$ cat src/rtl/folded_majority_eval_if.sv
// Handshake bundle for the folded majority evaluator: vector in, decision out.
// out_hw exists only when MAJ_HW_OUT_EN is defined.
interface folded_majority_eval_if #(
   parameter int N  = 37,
   parameter int CW = $clog2(N + 1)
);
   logic          in_valid;
   logic          in_ready;
   logic [N-1:0]  in_x;
   logic          out_valid;
   logic          out_ready;
   logic          out_y;
`ifdef MAJ_HW_OUT_EN
   logic [CW-1:0] out_hw;

   modport master (output in_valid, in_x, out_ready,
                   input  in_ready, out_valid, out_y, out_hw);
   modport slave  (input  in_valid, in_x, out_ready,
                   output in_ready, out_valid, out_y, out_hw);
`else
   modport master (output in_valid, in_x, out_ready,
                   input  in_ready, out_valid, out_y);
   modport slave  (input  in_valid, in_x, out_ready,
                   output in_ready, out_valid, out_y);
`endif
endinterface

$ cat src/rtl/folded_majority_eval.sv
// Folded majority evaluator: sums FOLD bits of a captured vector per cycle and
// reports popcount >= THRESH. Define MAJ_HW_OUT_EN to expose the ones count on out_hw.
//
// state | meaning
// IDLE  | waiting for a vector, in_ready high
// ACCUM | summing one chunk per cycle, fixed NCHUNK cycles
// DONE  | result valid, held until out_ready
module folded_majority_eval #(
   parameter int N      = 37,
   parameter int FOLD   = 8,
   parameter int THRESH = (N + 1) / 2
) (
   input  logic                  clk,
   input  logic                  rst_n,
   folded_majority_eval_if.slave bus
);
   localparam int NCHUNK = (N + FOLD - 1) / FOLD;
   localparam int CW     = $clog2(N + 1);
   localparam int PW     = NCHUNK * FOLD;
   localparam int IW     = (NCHUNK > 1) ? $clog2(NCHUNK) : 1;
   localparam logic [31:0] THRESH_U = 32'(THRESH);

   localparam logic [1:0] IDLE  = 2'd0;
   localparam logic [1:0] ACCUM = 2'd1;
   localparam logic [1:0] DONE  = 2'd2;

   logic [1:0]      state;
   logic [PW-1:0]   vec;
   logic [CW-1:0]   acc;
   logic [IW-1:0]   idx;
   logic            out_valid;
   logic            out_y;
   logic [FOLD-1:0] chunk;
   logic [CW-1:0]   cnt;
   logic [CW-1:0]   acc_next;
   logic            last;
`ifdef MAJ_HW_OUT_EN
   logic [CW-1:0]   hw_q;
   assign bus.out_hw = hw_q;
`endif

   assign bus.in_ready  = (state == IDLE);
   assign bus.out_valid = out_valid;
   assign bus.out_y     = out_y;
   assign last          = (idx == IW'(NCHUNK - 1));

   // vec is zero-extended on capture, so padding bits of the last chunk add nothing
   always_comb begin
      chunk = '0;
      for (int c = 0; c < NCHUNK; c++) begin
         if (idx == IW'(c)) chunk = vec[c*FOLD +: FOLD];
      end
   end

   always_comb begin
      cnt = '0;
      for (int i = 0; i < FOLD; i++) cnt = cnt + CW'(chunk[i]);
      acc_next = acc + cnt;
   end

   always_ff @(posedge clk or negedge rst_n) begin
      if (!rst_n) begin
         state     <= IDLE;
         vec       <= '0;
         acc       <= '0;
         idx       <= '0;
         out_valid <= 1'b0;
         out_y     <= 1'b0;
`ifdef MAJ_HW_OUT_EN
         hw_q      <= '0;
`endif
      end else begin
         case (state)
            IDLE: begin
               if (bus.in_valid) begin
                  vec   <= PW'(bus.in_x);
                  acc   <= '0;
                  idx   <= '0;
                  state <= ACCUM;
               end
            end
            ACCUM: begin
               acc <= acc_next;
               idx <= idx + 1'b1;
               if (last) begin
                  out_y     <= (32'(acc_next) >= THRESH_U);
`ifdef MAJ_HW_OUT_EN
                  hw_q      <= acc_next;
`endif
                  out_valid <= 1'b1;
                  state     <= DONE;
               end
            end
            DONE: begin
               if (bus.out_ready) begin
                  out_valid <= 1'b0;
                  state     <= IDLE;
               end
            end
            default: state <= IDLE;
         endcase
      end
   end
endmodule

$ cat src/flat_wrapper.sv
// flat-port wrapper written by rule: the top's interface ports become plain ports
module folded_majority_eval_flat 
#(
   parameter int N      = 37,
   parameter int FOLD   = 8,
   parameter int THRESH = (N + 1) / 2
)
  (clk, rst_n, bus_in_valid, bus_in_x, bus_out_ready, bus_in_ready, bus_out_valid, bus_out_y);
  folded_majority_eval_if #(.N(N)) bus_i ();
  input  logic clk;
  input  logic rst_n;
  input wire logic [$bits(bus_i.in_valid)-1:0] bus_in_valid;
  input wire logic [$bits(bus_i.in_x)-1:0] bus_in_x;
  input wire logic [$bits(bus_i.out_ready)-1:0] bus_out_ready;
  output wire logic [$bits(bus_i.in_ready)-1:0] bus_in_ready;
  output wire logic [$bits(bus_i.out_valid)-1:0] bus_out_valid;
  output wire logic [$bits(bus_i.out_y)-1:0] bus_out_y;
  assign bus_i.in_valid = bus_in_valid;
  assign bus_i.in_x = bus_in_x;
  assign bus_i.out_ready = bus_out_ready;
  assign bus_in_ready = bus_i.in_ready;
  assign bus_out_valid = bus_i.out_valid;
  assign bus_out_y = bus_i.out_y;
  folded_majority_eval #(.N(N), .FOLD(FOLD), .THRESH(THRESH)) u_core (.clk(clk), .rst_n(rst_n), .bus(bus_i));
endmodule
$ cat config.mk
export PLATFORM = sky130hd
export DESIGN_NAME = folded_majority_eval_flat
export DESIGN_NICKNAME = d
export VERILOG_FILES = /design/src/rtl/folded_majority_eval_if.sv /design/src/rtl/folded_majority_eval.sv /design/src/flat_wrapper.sv
export SDC_FILE = /design/constraint.sdc
export NUM_CORES = 1
export LEC_CHECK = 0
export ABC_CLOCK_PERIOD_IN_PS = 11000
export CORE_MARGIN = 2
export CORE_UTILIZATION = 30
export DETAILED_ROUTE_END_ITERATION = 8
export SLEW_MARGIN = 5
export SYNTH_ARGS = -nofsm -noshare
export SYNTH_HDL_FRONTEND = slang
export SYNTH_SLANG_ARGS = --single-unit
$ cat constraint.sdc
create_clock -name clk -period 11 [get_ports clk]
set_clock_uncertainty 0.15 [all_clocks]
set_input_delay 3.3 -clock clk [delete_from_list [all_inputs] [get_ports clk]]
set_output_delay 3.3 -clock clk [all_outputs]
set_load 0.01 [all_outputs]
==> Implementation_results.wiki, run 1 <==
{| class="wikitable"
! Metric !! Value
|-
| Outcome || complete, no violations
|-
| Total gr overflow || 0
|-
| MaxCap Viol Count || 0
|-
| Number of hold-repair buffers added at the cts stage || 0
|-
| Port Buffers || 43
|-
| Share of the yosys chip area belonging to registers || 0.464
|-
| Hold-critical path depth || 2
|-
| Cell with the largest stage delay on the worst path || fa_1
|-
| Crit path time final || 5.18 ns
|-
| RSZ-0062 raised after global routing || false
|-
| Residual DRC || 0
|-
| Detailed-route wire length per cell || 12.4 µm
|-
| Clk pin slew, worst setup/hold paths || 0.09 ns
|-
| # fillers || 866
|-
| Area taken by flip-flops and latches || 1250 µm²
|-
| Post-synthesis instance area || 2690 µm²
|-
| Number of warnings reported in the yosys synthesis log || 0
|-
| Data arrival time of the worst path || 5.26 ns
|-
| Largest fanout of any net on the critical path || 8
|-
| Root Driver || clkbuf_8
|-
| Clock tree from TritonCTS || yes
|-
| Number of cells upsized or downsized after cts || 0
|-
| Total nets after synthesis || 374
|-
| Longest Clk Path Bufs || 2
|-
| Critical path type || flop to flop
|-
| Met2 Routed Length || 2.59 mm
|-
| Count of unique library cells instantiated by Yosys || 34
|-
| Routed wire length || 5.66 mm
|-
| Top Layer Used || met4
|-
| Most numerous cell on the critical path || fa_1
|-
| Number of endpoints with negative hold slack in the final report || 0
|-
| Number of diodes || 0
|-
| Flop and latch count out of synthesis || 50
|-
| Placeable core region || 8720 µm²
|-
| Startpoint of the lowest-slack hold path || u_core.vec[30]$_DFFE_PN0P_
|-
| Num rows || 34
|-
| Boundary Pins || 44
|-
| Global-route wire length before repair || 9.70 mm
|-
| Final net count || 408
|-
| HPWL reported at the end of detailed placement || 4.08 mm
|-
| Count of mapped cells out of synthesis || 312
|-
| Number of H-tree levels || 2
|-
| Total number of vias || 2112
|-
| Clock sinks || 50
|-
| Post-DRT Antenna Nets || 0
|-
| Antenna violations before repair || 0
|-
| Cell count of the worst reg-to-reg path || 20
|-
| Utilization of the core after routing || 0.373
|-
| Synthesis-to-layout area growth || 20.9%
|-
| Die width || 98.8 µm
|-
| Pin count of the biggest net entering global routing || 51
|-
| Worst Setup Slack, final || 5.82 ns
|-
| Slew headroom || 0.273
|-
| DR vias/cell || 4.64
|-
| Met1 WL || 2.74 mm
|-
| Avg Cell Area, Syn || 8.63 µm²
|-
| Hold Path Class || flop to flop
|-
| Cell area after placement || 3140 µm²
|-
| Routability-driven placement congestion ratio || 0.829
|-
| Slew Limit Fails || 0
|-
| Worst-skew pair later-pin latency || 0.31 ns
|-
| Number of global-route vias before repair || 2125
|-
| Critical-path cell list || inv_1 > ha_1 > nor3b_4 > a222oi_1 > nor3_1 > a21oi_1 > a21oi_1 > ha_1 > inv_1 > fa_1 > fa_1 > inv_1 > fa_1 > ha_1 > fa_1 > a21o_1 > a21oi_1 > xnor2_1 > o21ai_1 > a31oi_1
|-
| Layout Cell Area excl Fill || 3260 µm²
|-
| Die outline area || 9750 µm²
|-
| Number of logic stages on the critical path including buffering || 20
|-
| Crit path max-delay family || adder cells
|-
| Post-CTS Repair Setup Buffers || 0
|-
| Critical path buffers and inverters || 3
|-
| Maximum clock frequency || 193 MHz
|-
| Crit Reg-Reg Endpoint || u_core.bus.out_y$_DFFE_PN0P_
|-
| Kind of end point of the critical path || flop
|-
| End point of the most critical hold path || u_core.vec[30]$_DFFE_PN0P_
|-
| Setup slack after placement || 5.82 ns
|-
| Share of cells above drive strength 1 || 0.0461
|-
| DIE HEIGHT || 98.8 µm
|-
| Data required time of the worst path || 11.08 ns
|-
| Flop-to-flop setup slack || 5.82 ns
|-
| Type of origin of the critical path || flop
|-
| Share of the clock period used by the worst path || 0.471
|-
| Iteration-0 DRC Markers || 153
|-
| Maximum single-stage delay on the critical path || 0.54 ns
|-
| Number of failing setup endpoints in the final timing report || 0
|-
| TritonCTS Buffers || 5
|-
| Met3 wire len || 250 µm
|-
| Start of the worst register-to-register path || u_core.idx[0]$_DFFE_PN0P_
|-
| Gr usage total || 0.121
|-
| Initial standard-cell utilization of the core || 0.309
|-
| Area of the multi-input gates || 1280 µm²
|-
| Least-Margin Pin Slew || 1.09 ns
|-
| Fin Setup TNS || 0 ns
|-
| Drt pass-1 iters || 4
|}
[worst min-delay path, delay by kind of cell (launching register included)]
| family | cells | cell delay (ns) |
|---|---|---|
| simple gates | 2 | 0.11 |
| flops | 1 | 0.35 |
[worst max-delay path by stage]
| stage | from | end |
|---|---|---|
| floorplan | u_core.idx[0]$_DFFE_PN0P_ | u_core.bus.out_y$_DFFE_PN0P_ |
| global placement | u_core.idx[0]$_DFFE_PN0P_ | u_core.bus.out_y$_DFFE_PN0P_ |
| detailed placement | u_core.idx[0]$_DFFE_PN0P_ | u_core.bus.out_y$_DFFE_PN0P_ |
| CTS | u_core.idx[0]$_DFFE_PN0P_ | u_core.bus.out_y$_DFFE_PN0P_ |
| global route | u_core.idx[0]$_DFFE_PN0P_ | u_core.bus.out_y$_DFFE_PN0P_ |
| finish | u_core.idx[0]$_DFFE_PN0P_ | u_core.bus.out_y$_DFFE_PN0P_ |
[kinds of logic (layout without fill, tap and decap cells)]
logic type      count (synthesis)  in the layout  share of synthesized area
buf+inv                        27             62                     0.0595
compound gates                 40             40                      0.101
simple gates                  170            170                      0.254
xor+xnor                        4              4                     0.0130
flops                          50             50                      0.464
fa+ha+maj                      21             21                      0.109
[state kept, by name, summed over array words and instances (netlist names)]
signal and cells:
u_core.acc 6, u_core.bus.out_valid 1, u_core.bus.out_y 1, u_core.idx 3, u_core.state 2, u_core.vec 37
[metrics by stage]
| stage | cells | hold WS [ns] |
|---|---|---|
| finish | 455 | 0.340 |
| global route | 455 | 0.365 |
| CTS | 455 | 0.345 |
| detailed placement | 447 | 0.320 |
| global placement | 447 | 0.315 |
| floorplan | 312 | 0.295 |
[metal layers]
metal | vias up | track usage
li1 | 1083 | -
met1 | 978 | 0.161
met2 | 43 | 0.202
met3 | 8 | 0.0248
met4 | 0 | 0.0337
met5 | - | 0
[cell usage after synthesis (all sizes together)]
master    n  area (µm²)
nor3b     1        18.8
nand3     4        20.0
xor2      1        8.76
dfrtp    50        1250
a31oi     2        12.5
or3       1        6.26
nor2b     2        15.0
nor3      6        30.0
clkbuf    7        30.0
nand2b    2        12.5
nor2     18        67.6
a21o      2        15.0
ha       17         213
a222oi    8        80.1
buf      11        96.3
inv       9        33.8
a21oi    11        58.8
nand2   135         507
o22ai     2        12.5
and2      1        6.26
a211oi    1        12.5
o31ai     3        22.5
xnor2     3        26.3
o21ai    10        50.1
fa        4        80.1
o21bai    1        7.51
[area by class of cell]
| cell class | count | share of cell area |
|---|---|---|
| Sequential cell | 50 | 0.384 |
| Timing Repair Buffer | 45 | 0.135 |
| Multi-Input combinational cell | 235 | 0.394 |
| Clock buffer | 5 | 0.0211 |
| Inverter | 9 | 0.0104 |
| Tap cell | 108 | 0.0415 |
| Clock inverter | 3 | 0.0135 |
[cells in the final DEF (no fill, tap or decap), types with 2 or more instances in the layout]
cell / n
a21o_1: 2
nand2b_1: 2
a21oi_1: 10
o21ai_1: 8
nand2_1: 135
clkbuf_8: 5
o22ai_1: 2
o31ai_1: 3
a31oi_1: 2
inv_1: 8
ha_1: 17
fa_1: 4
buf_4: 2
xnor2_1: 3
nor3_1: 6
clkdlybuf4s50_1: 42
nand3_1: 4
dfrtp_1: 50
a222oi_1: 8
o21ai_0: 2
nor2_1: 18
Power of run 1 is left out: the tool's default activity adds up to more than one toggle a clock period on the data nets, which glitch-free logic cannot reach.
==> run 2: changes to the inputs <==
--- a/config.mk
+++ b/config.mk
@@ -5,7 +5,7 @@
 export SDC_FILE = /design/constraint.sdc
 export NUM_CORES = 1
 export LEC_CHECK = 0
-export ABC_CLOCK_PERIOD_IN_PS = 11000
+export ABC_CLOCK_PERIOD_IN_PS = 5350
 export CORE_MARGIN = 2
 export CORE_UTILIZATION = 30
 export DETAILED_ROUTE_END_ITERATION = 8
==> constraint.sdc (replaced) <==
create_clock -name clk -period 5.35 [get_ports clk]
set_clock_uncertainty 0.15 [all_clocks]
set_input_delay 1.605 -clock clk [delete_from_list [all_inputs] [get_ports clk]]
set_output_delay 1.605 -clock clk [all_outputs]
set_load 0.01 [all_outputs]
==> Implementation_results.wiki, run 2 (synthesis results as in run 1) <==
{| class="wikitable"
! Metric !! Value
|-
| Max reg flops || 37 (unchanged)
|-
| RSZ-0062 raised after global routing || false
|-
| Port Buffers || 43 (unchanged)
|-
| Initial standard-cell utilization of the core || 0.309 (unchanged)
|-
| Crit path time final || 4.97 ns (-0.210 ns)
|-
| Residual DRC || 0 (unchanged)
|-
| Die outline area || 9750 µm² (unchanged)
|-
| Clock tree from TritonCTS || yes
|-
| Longest Clk Path Bufs || 2 (unchanged)
|-
| Drt pass-1 iters || 4 (unchanged)
|-
| End point of the most critical hold path || u_core.vec[14]$_DFFE_PN0P_
|-
| Kind of end point of the critical path || flop
|-
| Number of diodes || 0 (unchanged)
|-
| Startpoint of the lowest-slack hold path || u_core.vec[14]$_DFFE_PN0P_
|-
| Data arrival time of the worst path || 5.04 ns (-0.22 ns)
|-
| Outcome || complete, no violations
|-
| Slew headroom || 0.520 (+0.247)
|-
| Routed wire length || 5.95 mm (+5.1%)
|-
| Most numerous cell on the critical path || fa_1
|-
| Hold Path Class || flop to flop
|-
| Number of failing setup endpoints in the final timing report || 0 (unchanged)
|-
| Data required time of the worst path || 5.42 ns (-5.66 ns)
|-
| Antenna violations before repair || 0 (unchanged)
|-
| Non-filler cells, final || 461 (+1.3%)
|-
| Gr usage total || 0.125 (+0.00327)
|-
| Number of H-tree levels || 2 (unchanged)
|-
| Pin count of the biggest net entering global routing || 51 (unchanged)
|-
| Least-Margin Pin Slew || 0.719 ns (-0.372 ns)
|-
| Maximum clock frequency || 201 MHz (+4.2%)
|-
| Iteration-0 DRC Markers || 83 (-46%)
|-
| Num rows || 34 (unchanged)
|-
| Critical path buffers and inverters || 3 (unchanged)
|-
| DIE HEIGHT || 98.8 µm (unchanged)
|-
| Cell with the largest stage delay on the worst path || fa_1
|-
| Commonest cells after routing, fill and taps aside || nand2_1 (135), dfrtp_1 (49), clkdlybuf4s50_1 (42)
|-
| Share of cells above drive strength 1 || 0.0878 (+0.0417)
|-
| Largest Register || u_core.vec
|-
| TritonCTS Buffers || 5 (unchanged)
|-
| Total number of vias || 2129 (+0.80%)
|-
| Worst Setup SP || u_core.idx[0]$_DFFE_PN0P_
|-
| Detailed-route wire length per cell || 12.9 µm (+3.7%)
|-
| Number of endpoints with negative hold slack in the final report || 0 (unchanged)
|-
| Largest fanout of any net on the critical path || 5 (-3)
|-
| DR vias/cell || 4.62 (-0.51%)
|-
| Crit Reg-Reg Endpoint || u_core.bus.out_y$_DFFE_PN0P_
|-
| Fin Setup TNS || 0 ns (unchanged)
|-
| Type of origin of the critical path || flop
|-
| Number of hold-repair buffers added at the cts stage || 0 (unchanged)
|-
| HPWL reported at the end of detailed placement || 4.27 mm (+4.7%)
|-
| Number of global-route vias before repair || 2099 (-1.2%)
|-
| Clock sinks || 50 (unchanged)
|-
| Start of the worst register-to-register path || u_core.idx[0]$_DFFE_PN0P_
|-
| Most common cell after layout, fill and taps aside || nand2_1
|-
| Critical path type || flop to flop
|-
| MaxCap Viol Count || 0 (unchanged)
|-
| Slew Limit Fails || 0 (unchanged)
|-
| Flop-to-flop setup slack || 0.38 ns (-5.44 ns)
|-
| Crit path max-delay family || adder cells
|-
| Maximum single-stage delay on the critical path || 0.54 ns (about the same)
|-
| Worst-skew pair later-pin latency || 0.31 ns (about the same)
|-
| Post-DRT Antenna Nets || 0 (unchanged)
|-
| Boundary Pins || 44 (unchanged)
|-
| Number of cells after detailed placement || 449 (+0.45%)
|-
| Clk pin slew, worst setup/hold paths || 0.10 ns (about the same)
|-
| Hold-critical path depth || 2 (unchanged)
|-
| Largest registers || u_core.vec: 37 flops, u_core.acc: 6 flops, u_core.idx: 3 flops
|-
| Die width || 98.8 µm (unchanged)
|-
| Routability-driven placement congestion ratio || 0.774 (-6.6%)
|-
| Root Driver || clkbuf_8
|-
| Share of the clock period used by the worst path || 0.930 (+0.458)
|-
| Placeable core region || 8720 µm² (unchanged)
|-
| Final net count || 414 (+1.5%)
|-
| Total gr overflow || 0 (unchanged)
|-
| Global-route wire length before repair || 9.84 mm (+1.4%)
|-
| Synthesis-to-layout area growth || 24.1%
|-
| Critical-path cell list || inv_2 > ha_4 > nor3b_4 > a222oi_1 > nor3_1 > a21oi_1 > a21oi_1 > ha_1 > inv_1 > fa_1 > fa_1 > inv_1 > fa_1 > ha_1 > fa_2 > a21o_1 > a21oi_2 > xnor2_1 > o21ai_1 > a31oi_1
|-
| Cell count of the worst reg-to-reg path || 20 (unchanged)
|}
-- run 2: stage by stage --
stage                     instance area [µm²]  worst slack (ns)  hold slack (ns)  utilization
final                                    3340             0.376            0.341        0.383
after global routing                     3340            0.0161            0.367        0.383
after CTS                                3280             0.172            0.341        0.376
after detailed placement                 3160             0.225            0.317        0.362
after global placement                   3160             0.379            0.318        0.362
after floorplan                          2690             0.580            0.295            -
-- run 2: worst max-delay path by stage --
stage                                   endpoint  slack, ns  depth (start not counted)
global placement    u_core.bus.out_y$_DFFE_PN0P_       0.38                         20
floorplan           u_core.bus.out_y$_DFFE_PN0P_       0.58                         20
finish              u_core.bus.out_y$_DFFE_PN0P_       0.38                         20
CTS                 u_core.bus.out_y$_DFFE_PN0P_       0.17                         20
detailed placement  u_core.bus.out_y$_DFFE_PN0P_       0.22                         20
global route        u_core.bus.out_y$_DFFE_PN0P_       0.02                         20
-- run 2: routing by layer --
layer,vias to the layer above,track usage,wire length (µm)
li1,1096,-,-
met1,989,0.168,2870
met2,35,0.201,2790
met3,9,0.0291,199
met4,0,0.0369,87
met5,-,0,0
-- run 2: cell type report --
class                      instances  area [µm²]
clock buffer                       6        82.6
inverter                           9        33.8
fill                             869        5380
timing repair buffer              51         485
sequential                        50        1250
multi-input combinational        235        1310
clock inverter                     2        38.8
tap                              108         135
-- run 2: worst register-to-register path, stage by stage, from the launching register on --
cell	delay [ns]
dfrtp_2	0.43
inv_2	0.07
ha_4	0.17
nor3b_4	0.16
a222oi_1	0.32
nor3_1	0.10
a21oi_1	0.14
a21oi_1	0.09
ha_1	0.30
inv_1	0.05
fa_1	0.50
fa_1	0.54
inv_1	0.05
fa_1	0.46
ha_1	0.25
fa_2	0.36
a21o_1	0.20
a21oi_2	0.14
xnor2_1	0.14
o21ai_1	0.09
a31oi_1	0.17
-- run 2: repair_timing --
action | CTS | global route
gates resized for setup | 0 | 11
setup buffers | 0 | 4
endpoints found under the setup margin | 0 | 2
Power of run 2 is left out for the same reason.
